## config.mk

```make
export PLATFORM = sky130hd
export DESIGN_NAME = scr1_tcm_loader
export DESIGN_NICKNAME = d
export VERILOG_FILES = /design/src/rtl/scr1_tcm_loader_pkg.sv /design/src/rtl/scr1_tcm_loader_csum.sv /design/src/rtl/scr1_tcm_loader.sv
export SDC_FILE = /design/constraint.sdc
export NUM_CORES = 1
export LEC_CHECK = 0
export ABC_AREA = 1
export BUFFER_PORTS_ARGS = -buffer_cell sky130_fd_sc_hd__buf_2
export CORE_UTILIZATION = 40
export CTS_CLUSTER_DIAMETER = 150
export DETAILED_ROUTE_END_ITERATION = 8
export HOLD_SLACK_MARGIN = 0.03
export PLACE_DENSITY = 0.71
export SLEW_MARGIN = 20
export SYNTH_ARGS = -nofsm -noshare
export SYNTH_HDL_FRONTEND = slang
export SYNTH_SLANG_ARGS = --single-unit
```

## constraint.sdc

```tcl
create_clock -name clk -period 3.9 [get_ports clk]
set_input_delay 0.975 -clock clk [delete_from_list [all_inputs] [get_ports clk]]
set_output_delay 0.975 -clock clk [all_outputs]
set_load 0.05 [all_outputs]
```

## src/rtl/scr1_tcm_loader_pkg.sv

```systemverilog
// Shared types and constants for the TCM stream loader.
package scr1_tcm_loader_pkg;

  localparam int unsigned CsumWidth = 32;

  typedef enum logic [2:0] {
    StIdle,
    StWrite,
    StVrd,
    StVwait,
    StDone
  } loader_state_e;

endpackage

```

## src/rtl/scr1_tcm_loader_csum.sv

```systemverilog
// Clearable modular accumulator; carry out of the top bit is dropped.
module scr1_tcm_loader_csum
  import scr1_tcm_loader_pkg::*;
#(
  parameter int unsigned Width = CsumWidth
) (
  input  logic             clk_i,
  input  logic             rst_ni,
  input  logic             clr_i,
  input  logic             en_i,
  input  logic [Width-1:0] val_i,
  output logic [Width-1:0] sum_o,
  output logic [Width-1:0] sum_next_o
);

  logic [Width-1:0] sum_d, sum_q;

  always_comb begin
    sum_d = sum_q;
    if (clr_i) begin
      sum_d = '0;
    end else if (en_i) begin
      sum_d = sum_q + val_i;
    end
  end

  always_ff @(posedge clk_i or negedge rst_ni) begin
    if (!rst_ni) begin
      sum_q <= '0;
    end else begin
      sum_q <= sum_d;
    end
  end

  assign sum_o      = sum_q;
  assign sum_next_o = sum_d;

endmodule

```

## src/rtl/scr1_tcm_loader.sv

```systemverilog
// Streams words into TCM port B; SCR1_TCM_LOADER_VERIFY_EN adds a read-back checksum verify.
module scr1_tcm_loader
  import scr1_tcm_loader_pkg::*;
#(
  parameter int unsigned  SCR1_WIDTH  = 32,
  parameter int unsigned  SCR1_SIZE   = 'h00010000,
  parameter int unsigned  SCR1_NBYTES = SCR1_WIDTH / 8,
  localparam int unsigned AW          = $clog2(SCR1_SIZE) - 2
) (
  input  logic                   clk,
  input  logic                   rst,
  input  logic                   start,
  input  logic [AW-1:0]          base_addr,
  input  logic [AW:0]            word_cnt,
  input  logic                   s_valid,
  input  logic [SCR1_WIDTH-1:0]  s_data,
  output logic                   s_ready,
  output logic                   wenb,
  output logic [SCR1_NBYTES-1:0] webb,
  output logic [AW-1:0]          addrb,
  output logic [SCR1_WIDTH-1:0]  datab,
  output logic                   renb,
  input  logic [SCR1_WIDTH-1:0]  qb,
  output logic                   busy,
  output logic                   done,
  output logic                   err
);

  loader_state_e state_d, state_q;
  logic [AW-1:0] addr_d, addr_q;
  logic [AW:0]   remain_d, remain_q;
  logic          rd_en;
  logic          last_beat;

  assign last_beat = (remain_q == (AW+1)'(1));

`ifdef SCR1_TCM_LOADER_VERIFY_EN
  logic [AW-1:0]         base_q;
  logic [AW:0]           cnt_q;
  logic                  rd_pend_q;
  logic                  err_d, err_q;
  logic                  csum_clr;
  logic [SCR1_WIDTH-1:0] wr_sum, wr_sum_next, rd_sum, rd_sum_next;
`endif

  always_comb begin
    state_d  = state_q;
    addr_d   = addr_q;
    remain_d = remain_q;
    s_ready  = 1'b0;
    wenb     = 1'b0;
    rd_en    = 1'b0;
    busy     = 1'b0;
    done     = 1'b0;
    unique case (state_q)
      StIdle: begin
        if (start) begin
          if (word_cnt == '0) begin
            state_d = StDone;
          end else begin
            addr_d   = base_addr;
            remain_d = word_cnt;
            state_d  = StWrite;
          end
        end
      end
      StWrite: begin
        busy    = 1'b1;
        s_ready = 1'b1;
        if (s_valid) begin
          wenb     = 1'b1;
          addr_d   = addr_q + AW'(1);
          remain_d = remain_q - (AW+1)'(1);
          if (last_beat) begin
`ifdef SCR1_TCM_LOADER_VERIFY_EN
            // Rewind to the first word for the read-back pass.
            addr_d   = base_q;
            remain_d = cnt_q;
            state_d  = StVrd;
`else
            state_d  = StDone;
`endif
          end
        end
      end
      StVrd: begin
        busy     = 1'b1;
        rd_en    = 1'b1;
        addr_d   = addr_q + AW'(1);
        remain_d = remain_q - (AW+1)'(1);
        if (last_beat) begin
          state_d = StVwait;
        end
      end
      StVwait: begin
        busy    = 1'b1;
        state_d = StDone;
      end
      StDone: begin
        done    = 1'b1;
        state_d = StIdle;
      end
      default: state_d = StIdle;
    endcase
  end

  always_ff @(posedge clk or negedge rst) begin
    if (!rst) begin
      state_q  <= StIdle;
      addr_q   <= '0;
      remain_q <= '0;
    end else begin
      state_q  <= state_d;
      addr_q   <= addr_d;
      remain_q <= remain_d;
    end
  end

  // Port B is held at zero whenever no access is issued.
  assign webb  = {SCR1_NBYTES{wenb}};
  assign addrb = (wenb || rd_en) ? addr_q : '0;
  assign datab = wenb ? s_data : '0;

`ifdef SCR1_TCM_LOADER_VERIFY_EN
  assign csum_clr = (state_q == StIdle) && start && (word_cnt != '0);

  always_comb begin
    err_d = err_q;
    if ((state_q == StIdle) && start) begin
      err_d = 1'b0;
    end else if (state_q == StVwait) begin
      // Compare against the read sum including the final word landing this cycle.
      err_d = (wr_sum_next != rd_sum_next);
    end
  end

  always_ff @(posedge clk or negedge rst) begin
    if (!rst) begin
      base_q    <= '0;
      cnt_q     <= '0;
      rd_pend_q <= 1'b0;
      err_q     <= 1'b0;
    end else begin
      if (csum_clr) begin
        base_q <= base_addr;
        cnt_q  <= word_cnt;
      end
      rd_pend_q <= rd_en;
      err_q     <= err_d;
    end
  end

  scr1_tcm_loader_csum #(
    .Width (SCR1_WIDTH)
  ) u_wr_csum (
    .clk_i      (clk),
    .rst_ni     (rst),
    .clr_i      (csum_clr),
    .en_i       (wenb),
    .val_i      (s_data),
    .sum_o      (wr_sum),
    .sum_next_o (wr_sum_next)
  );

  scr1_tcm_loader_csum #(
    .Width (SCR1_WIDTH)
  ) u_rd_csum (
    .clk_i      (clk),
    .rst_ni     (rst),
    .clr_i      (csum_clr),
    .en_i       (rd_pend_q),
    .val_i      (qb),
    .sum_o      (rd_sum),
    .sum_next_o (rd_sum_next)
  );

  assign renb = rd_en;
  assign err  = err_q;
`else
  logic [SCR1_WIDTH-1:0] unused_qb;
  assign unused_qb = qb;
  assign renb      = 1'b0;
  assign err       = 1'b0;
`endif

endmodule

```

## Yosys cells after proc, flatten, opt, wreduce, memory -nomap -nowiden

Cells that the tools add are included.

- Output and inout port bits: 56
- Word-level logic and storage cells: 44
- Bits in registers: 32

- Multiplexer cells: 22
- Reduce and logical (&&, ||, !) cells: 7
- Equality and inequality tests: 10
- $add $sub $neg: 2

Operators by type and width:

| cell | number |
|---|---|
| 14-bit two-way mux | 4 |
| 15-bit two-way mux | 3 |
| 15-bit case mux with 3 select lines | 1 |
| 14-bit case mux with 3 select lines | 1 |
| 32-bit two-way mux | 1 |
| 15-bit by 1-bit == test with 1-bit output, second input constant | 1 |
| 15-bit zero test | 1 |
| 3-bit two-way mux | 5 |
| 15-bit by 1-bit subtractor with 15-bit output, second input constant | 1 |
| 14-bit by 1-bit adder with 14-bit output, second input constant | 1 |
| 3-bit case mux with 4 select lines | 1 |
| 2-bit inequality test, second input constant | 5 |
| 4-bit AND reduction | 2 |
| 3-bit by 2-bit == test with 1-bit output, second input constant | 2 |
| 1-bit two-way mux | 6 |
| 3-bit by 1-bit == test with 1-bit output, second input constant | 1 |
| 3-bit == test, second input constant | 1 |
| 3-bit zero test | 1 |
| 3-bit nonzero test | 1 |
| 3-bit OR reduction | 1 |
| 1-bit logical OR | 1 |

## Logic depth before layout (Yosys ltp)

Gate-level depths: netlist of the first run.

- Depth in word-level cells: 4
- Mapped depth: 11

## Worst setup path after synthesis of the first run

No wires, ideal clock.

- Path type: input-to-output
- From: input s_valid
- To: output datab[10]
- Path buffers: 1
- Setup slack: -0.062 ns
- Arrival time: 2.987 ns
- Data required time: 2.925 ns
- Cell stages on the path: 5
- Cells stage by stage: inv_1 nor2_1 inv_1 clkbuf_1 nor2_1

- Cells in the longest elaborated chain, start to end: 3

RTL lines:

| element | RTL line | source |
|---|---|---|
| from (decl) | scr1_tcm_loader.sv:15 | `input logic s_valid,` |
| 1-bit two-way mux | scr1_tcm_loader.sv:70 | `if (s_valid) begin` |
| 1-bit two-way mux | scr1_tcm_loader.sv:55 | `unique case (state_q)` |
| via wenb | scr1_tcm_loader.sv:18 | `output logic wenb,` |
| 32-bit two-way mux | scr1_tcm_loader.sv:122 | `assign datab = wenb ? s_data : '0;` |
| to (decl) | scr1_tcm_loader.sv:21 | `output logic [SCR1_WIDTH-1:0] datab,` |

The timed path passes the listed nets, and every way through them passes these cells.

## Final worst setup path of the first run

- From: input s_valid
- To: output datab[29]

- Cells in the longest elaborated chain, start to end: 3

RTL lines:

| element | RTL line |
|---|---|
| 1-bit two-way mux | scr1_tcm_loader.sv:70 |
| 1-bit two-way mux | scr1_tcm_loader.sv:55 |
| 32-bit two-way mux | scr1_tcm_loader.sv:122 |

Every way passes these cells.

==> flow_metrics.tcl, run 1 <==
set metrics [dict create \
    rsz0062_at_grt "no" \
    cts_max_level 2 \
    drt_iter0_markers 128 \
    grt_start_max_net_pins 36 \
    clockBufferDepth 2 \
    power_leakage_nw 2.10 \
    nets 687 \
    cap_violations 0 \
    clk_latency_ps 290 \
    cp_slowest_cell "inv_1" \
    syn_area_per_cell_um2 5.68 \
    path_class "input pin to output port" \
    ir_drop_mv 0.390 \
    finalMaxSlewViolations 0 \
    grt_busiest_layer "met2" \
    min_period_ps 3250 \
    status "complete, no violations" \
    drt.antenna.violating_nets 0 \
    slowest_delay_ps 400 \
    grtUsageMet3_pct 4.03 \
    grt_pass1_wl_um 12300 \
    cts_tree "done" \
    timing.final.crit_share_pct 83.2 \
    cp_max_fo 32 \
    end_kind "output port" \
    ioPinCount 153 \
    die_y_um 84.7 \
    grt_use_total_pct 21.1 \
    worstPathRequired_ps 2920 \
    gp_congestion 0.817 \
    crit_chain "buf_2 > inv_1 > nor2_2 > inv_1 > nor2_1 > buf_2" \
    clkTransAtPathRegs_ps 60 \
    synthToLayoutAreaGrowth_pct 23.9 \
    route.detailed.drc 0 \
    worst-endpoint-arrival_ps 2270 \
    n_antenna_cell 0 \
    layout_commonest_cell "nand2_1" \
    vias_per_cell 4.70 \
    rows 29 \
    postCtsSetupBuffers 0 \
    cts_buffers 5 \
    routedWlPerCell_um 11.0 \
    grtUsageMet1_pct 23.9 \
    yosys_warnings 0 \
    yosysUniqueCellTypes 25 \
    powerDensity_nw_per_um2 850 \
    initial_core_util_pct 42.1 \
    dieArea_um2 7180 \
    synth_seq_area_share_pct 29.3 \
    syn_area_um2 2740 \
    dpl.hpwl_um 5450 \
    port_buffers 118 \
    num_vias 3121 \
    cts.sinks 32 \
    grt_pass1_vias 2973 \
    final_cell_mix "157 x nand2_1, 118 x buf_2, 102 x nor2_1, 70 x inv_1, 33 x nand3_1" \
    cts_resized 0 \
    tns_ps 0 \
    final-hold-violation-count 0 \
    antenna_found_initial 0 \
    met2_usage_pct 40.4 \
    drt-total-wl_um 7300 \
    cts-root-buf "clkbuf_8" \
    synth_cells 482 \
    cp-start-kind "input pin" \
    finalPower_mw 2.88 \
    cts_hold_buf 0 \
    hold_path_class "flop to flop" \
    fin_worst_skew_ps 9.29 \
    drive_gt1_share_pct 24.0 \
    timing.fmax_mhz 308 \
    grt_overflow 0 \
    synth_seq_cells 32 \
    cp_top_family "buffers and inverters" \
    worstMarginPinSlew_ps 965 \
    chipWidth_um 84.7 \
    coreArea_um2 6490 \
    dr.pass1.iters 7 \
    setup_violations 0 \
    slew_headroom_pct 35.6 \
    crit_buf_inv 4 \
]
-- cell usage after synthesis --
cell	n	area, um^2
buf_8	1	15.0
buf_4	6	45.0
o21ai_0	15	75.1
nor2_2	2	12.5
nand2_1	157	589
buf_2	10	50.1
a21oi_1	7	35.0
nand4_1	5	31.3
nor2_1	103	387
inv_2	3	11.3
or2_2	3	18.8
conb_1	1	3.75
inv_1	70	263
clkbuf_1	3	11.3
buf_6	2	22.5
nor3_1	1	5.00
nand3b_1	5	37.5
o21ai_2	3	26.3
dfrtp_1	32	801
o21a_1	1	7.51
xor2_1	1	8.76
o21ai_1	12	60.1
nand2_2	3	18.8
ha_1	3	37.5
nand3_1	33	165
-- path summary, 6_finish.rpt --
check	start	end	slack, ps	depth (start not counted)
min in group asynchronous	rst	remain_q[2]	740	1
max in group asynchronous	rst	state_q[0]	2680	1
setup reg to reg	state_q[2]	remain_q[0]	1780	7
setup / recovery	s_valid	datab[29]	650	6
hold / removal	addr_q[13]	addr_q[13]	510	2
hold reg to reg	addr_q[13]	addr_q[13]	510	2
-- sequential cells by signal, summed over array words and instances, names as in the netlist --
name      cells
state_q       3
remain_q     15
addr_q       14
-- report_power, final --
| part | leakage, nW | internal [mW] | switching (mW) | total [mW] |
|---|---|---|---|---|
| combinational | 1.65 | 0.520 | 1.39 | 1.91 |
| clock | 0.0503 | 0.157 | 0.127 | 0.284 |
| sequential | 0.395 | 0.505 | 0.181 | 0.686 |
| total | 2.10 | 1.18 | 1.70 | 2.88 |
-- layout make-up --
cell class | instances | area [um^2]
fillers | 684 | 3100
multi-input cells | 356 | 1530
flip-flops and latches | 32 | 801
repair buffers | 119 | 598
inverters | 73 | 274
clock buffers | 7 | 96.3
well taps | 77 | 96.3
-- logic make-up after synthesis --
family | share of synthesized area [%]
compound gates | 7.45
simple gates | 46.2
flops | 29.3
fa+ha+maj | 1.37
other cells | 0.137
buf+inv | 15.3
xor+xnor | 0.320
-- worst register-to-register path, cell delays in order (launching register included) --
cell	delay, ps
dfrtp_1	400
inv_2	100
nand3_1	130
nand2_2	530
inv_2	400
o21ai_0	280
nand2_1	80
o21ai_1	110
-- through the flow --
| stage | util (%) | std cells | hold WS (ps) | instance area [um^2] | worst slack [ps] |
|---|---|---|---|---|---|
| after floorplan | - | 483 | 470 | 2740 | 274 |
| after global placement | 50.7 | 657 | 492 | 3290 | 641 |
| after detailed placement | 50.7 | 657 | 500 | 3290 | 615 |
| after CTS | 52.2 | 664 | 515 | 3390 | 607 |
| after global routing | 52.2 | 664 | 559 | 3390 | 502 |
| final | 52.2 | 664 | 510 | 3390 | 653 |
-- metal layers --
metal  vias to the layer above  share of wire (%)
met4                         0               0.78
li1                       1652                  -
met2                        93                 52
met1                      1369                 42
met3                         7                5.9
met5                         -                  0
No activity file was read; power rests on OpenSTA's default activity.
==> run 2: changes to the inputs <==
==> constraint.sdc (replaced) <==
create_clock -name clk -period 3.25 [get_ports clk]
set_input_delay 0.8125 -clock clk [delete_from_list [all_inputs] [get_ports clk]]
set_output_delay 0.8125 -clock clk [all_outputs]
set_load 0.05 [all_outputs]
==> run 2 against run 1 <==
  * Routed wire length up 0.14%
  * Global-route usage about the same
  * Non-clock buffer count grew 2
  * Final area is 1.0% higher
  * Setup slack lost 300 ps
  * Critical path type unchanged
  * First-iteration DRC count fell by 14%
  * Total power increased by 21%
  * Critical endpoint is now datab[16]
  * Via count increased by 0.80%
  * Clock skew grew 0.57 ps
  * Die area did not move
  * Utilization increased by 0.52 points
  * Sequential power rose by 20%
==> flow_metrics.tcl, run 2 (same netlist as run 1, synthesis figures left out) <==
set metrics [dict create \
    status "complete, no violations" \
    drt_iter0_markers 110 \
    port_buffers 118 \
    ir_drop_mv 0.423 \
    layout_commonest_cell "nand2_1" \
    cts_resized 0 \
    timing.final.crit_share_pct 89.3 \
    coreArea_um2 6490 \
    routedWlPerCell_um 11.0 \
    fin_worst_skew_ps 9.86 \
    synthToLayoutAreaGrowth_pct 25.1 \
    grt_pass1_vias 2916 \
    hold_ws_ps 521 \
    clk_latency_ps 290 \
    slew_headroom_pct 33.6 \
    worstPathRequired_ps 2440 \
    cts_max_level 2 \
    dr.pass1.iters 8 \
    worst_slack_ps 349 \
    largest_reg_flops 15 \
    dpl.hpwl_um 5400 \
    min_period_ps 2900 \
    finalPower_mw 3.48 \
    nets 689 \
    initial_core_util_pct 42.1 \
    path_class "input pin to output port" \
    die_y_um 84.7 \
    cp-start-kind "input pin" \
    hold_path_class "flop to flop" \
    timing.reg2reg.setup_slack_ps 1320 \
    holdPathStages 2 \
    num_vias 3146 \
    dieArea_um2 7180 \
    grt_overflow 0 \
    timing.fmax_mhz 345 \
    worst-endpoint-arrival_ps 2090 \
    r2r_end "addr_q[10]" \
    vias_per_cell 4.72 \
    clockBufferDepth 2 \
    rows 29 \
    n_antenna_cell 0 \
    rsz0062_at_grt "no" \
    grt_use_total_pct 21.0 \
    worstRegToRegCells 10 \
    cts-root-buf "clkbuf_8" \
    cts_buffers 5 \
    finalMaxSlewViolations 0 \
    power_leakage_nw 2.10 \
    min_to "remain_q[10]" \
    end_kind "output port" \
    hp-start "remain_q[10]" \
    route.detailed.drc 0 \
    final_cell_mix "157 x nand2_1, 118 x buf_2, 92 x nor2_1, 70 x inv_1, 33 x nand3_1" \
    drt.antenna.violating_nets 0 \
    grt_start_max_net_pins 35 \
    cts_tree "done" \
    final-hold-violation-count 0 \
    antenna_found_initial 0 \
    postCtsSetupBuffers 0 \
    top_regs "remain_q x15, addr_q x14, state_q x3" \
    clkTransAtPathRegs_ps 70 \
    cts.sinks 32 \
    drive_gt1_share_pct 25.8 \
    powerDensity_nw_per_um2 1020 \
    worstMarginPinSlew_ps 995 \
    post-place-ws_ps 358 \
    cp_max_fo 32 \
    drt-total-wl_um 7310 \
    regMostFlops "remain_q" \
    setup_violations 0 \
    grt_pass1_wl_um 12400 \
    cap_violations 0 \
    cts_hold_buf 0 \
    gp_congestion 0.844 \
    chipWidth_um 84.7 \
    r2r_start "state_q[2]" \
    ioPinCount 153 \
]
## run 2: cell count changes in the layout (fill, tap and decap cells not counted)
cell	delta
clkbuf_1	+2
nor2_2	+10
nor2_1	-10
clkbuf_8	-1
buf_4	+2
## run 2: worst max-delay path by stage
stage          cells past startpoint  slack (ps)       start   endpoint
3_5_place_dp                       6         360     s_valid   datab[0]
4_1_cts                            6         350     s_valid   datab[0]
5_1_grt                            6         140  state_q[2]  datab[13]
2_1_floorplan                      5         -50     s_valid  datab[10]
6_report                           6         350     s_valid  datab[16]
3_3_place_gp                       6         400     s_valid  datab[23]
## run 2: per-layer routing
layer / track usage, % / part of all wire (%) / vias to the layer above / wire (um)
met2: 38.9 / 49 / 97 / 3570
met5: 0 / 0 / - / 0
met4: 6.16 / 1.1 / 0 / 82
met1: 25.3 / 45 / 1382 / 3290
met3: 2.85 / 5.0 / 8 / 366
li1: - / - / 1659 / -
## run 2: final cells by class
cell class	count	area (um^2)
flip-flops and latches	32	801
multi-input cells	356	1550
fillers	673	3070
repair buffers	121	613
inverters	73	274
well taps	77	96.3
clock buffers	8	90.1
## run 2: through the flow
step	setup TNS, ps	utilization [%]	cell area [um^2]	cells
global placement	0	51.3	3330	659
finish	0	52.7	3420	667
global route	0	52.7	3420	667
CTS	0	52.7	3420	667
detailed placement	0	51.3	3330	659
floorplan	-1520	-	2770	483
## run 2: power breakdown
part,internal (mW),switching (mW),leakage [nW],total (mW)
clock network,0.173,0.153,0.0455,0.326
registers,0.606,0.216,0.395,0.821
logic,0.643,1.69,1.66,2.33
total,1.42,2.05,2.10,3.48
## run 2: worst max-delay path, cell delays in order
cell and delay, ps:
buf_2 70, inv_1 40, nor2_2 220, inv_1 410, nor2_1 230, buf_2 290
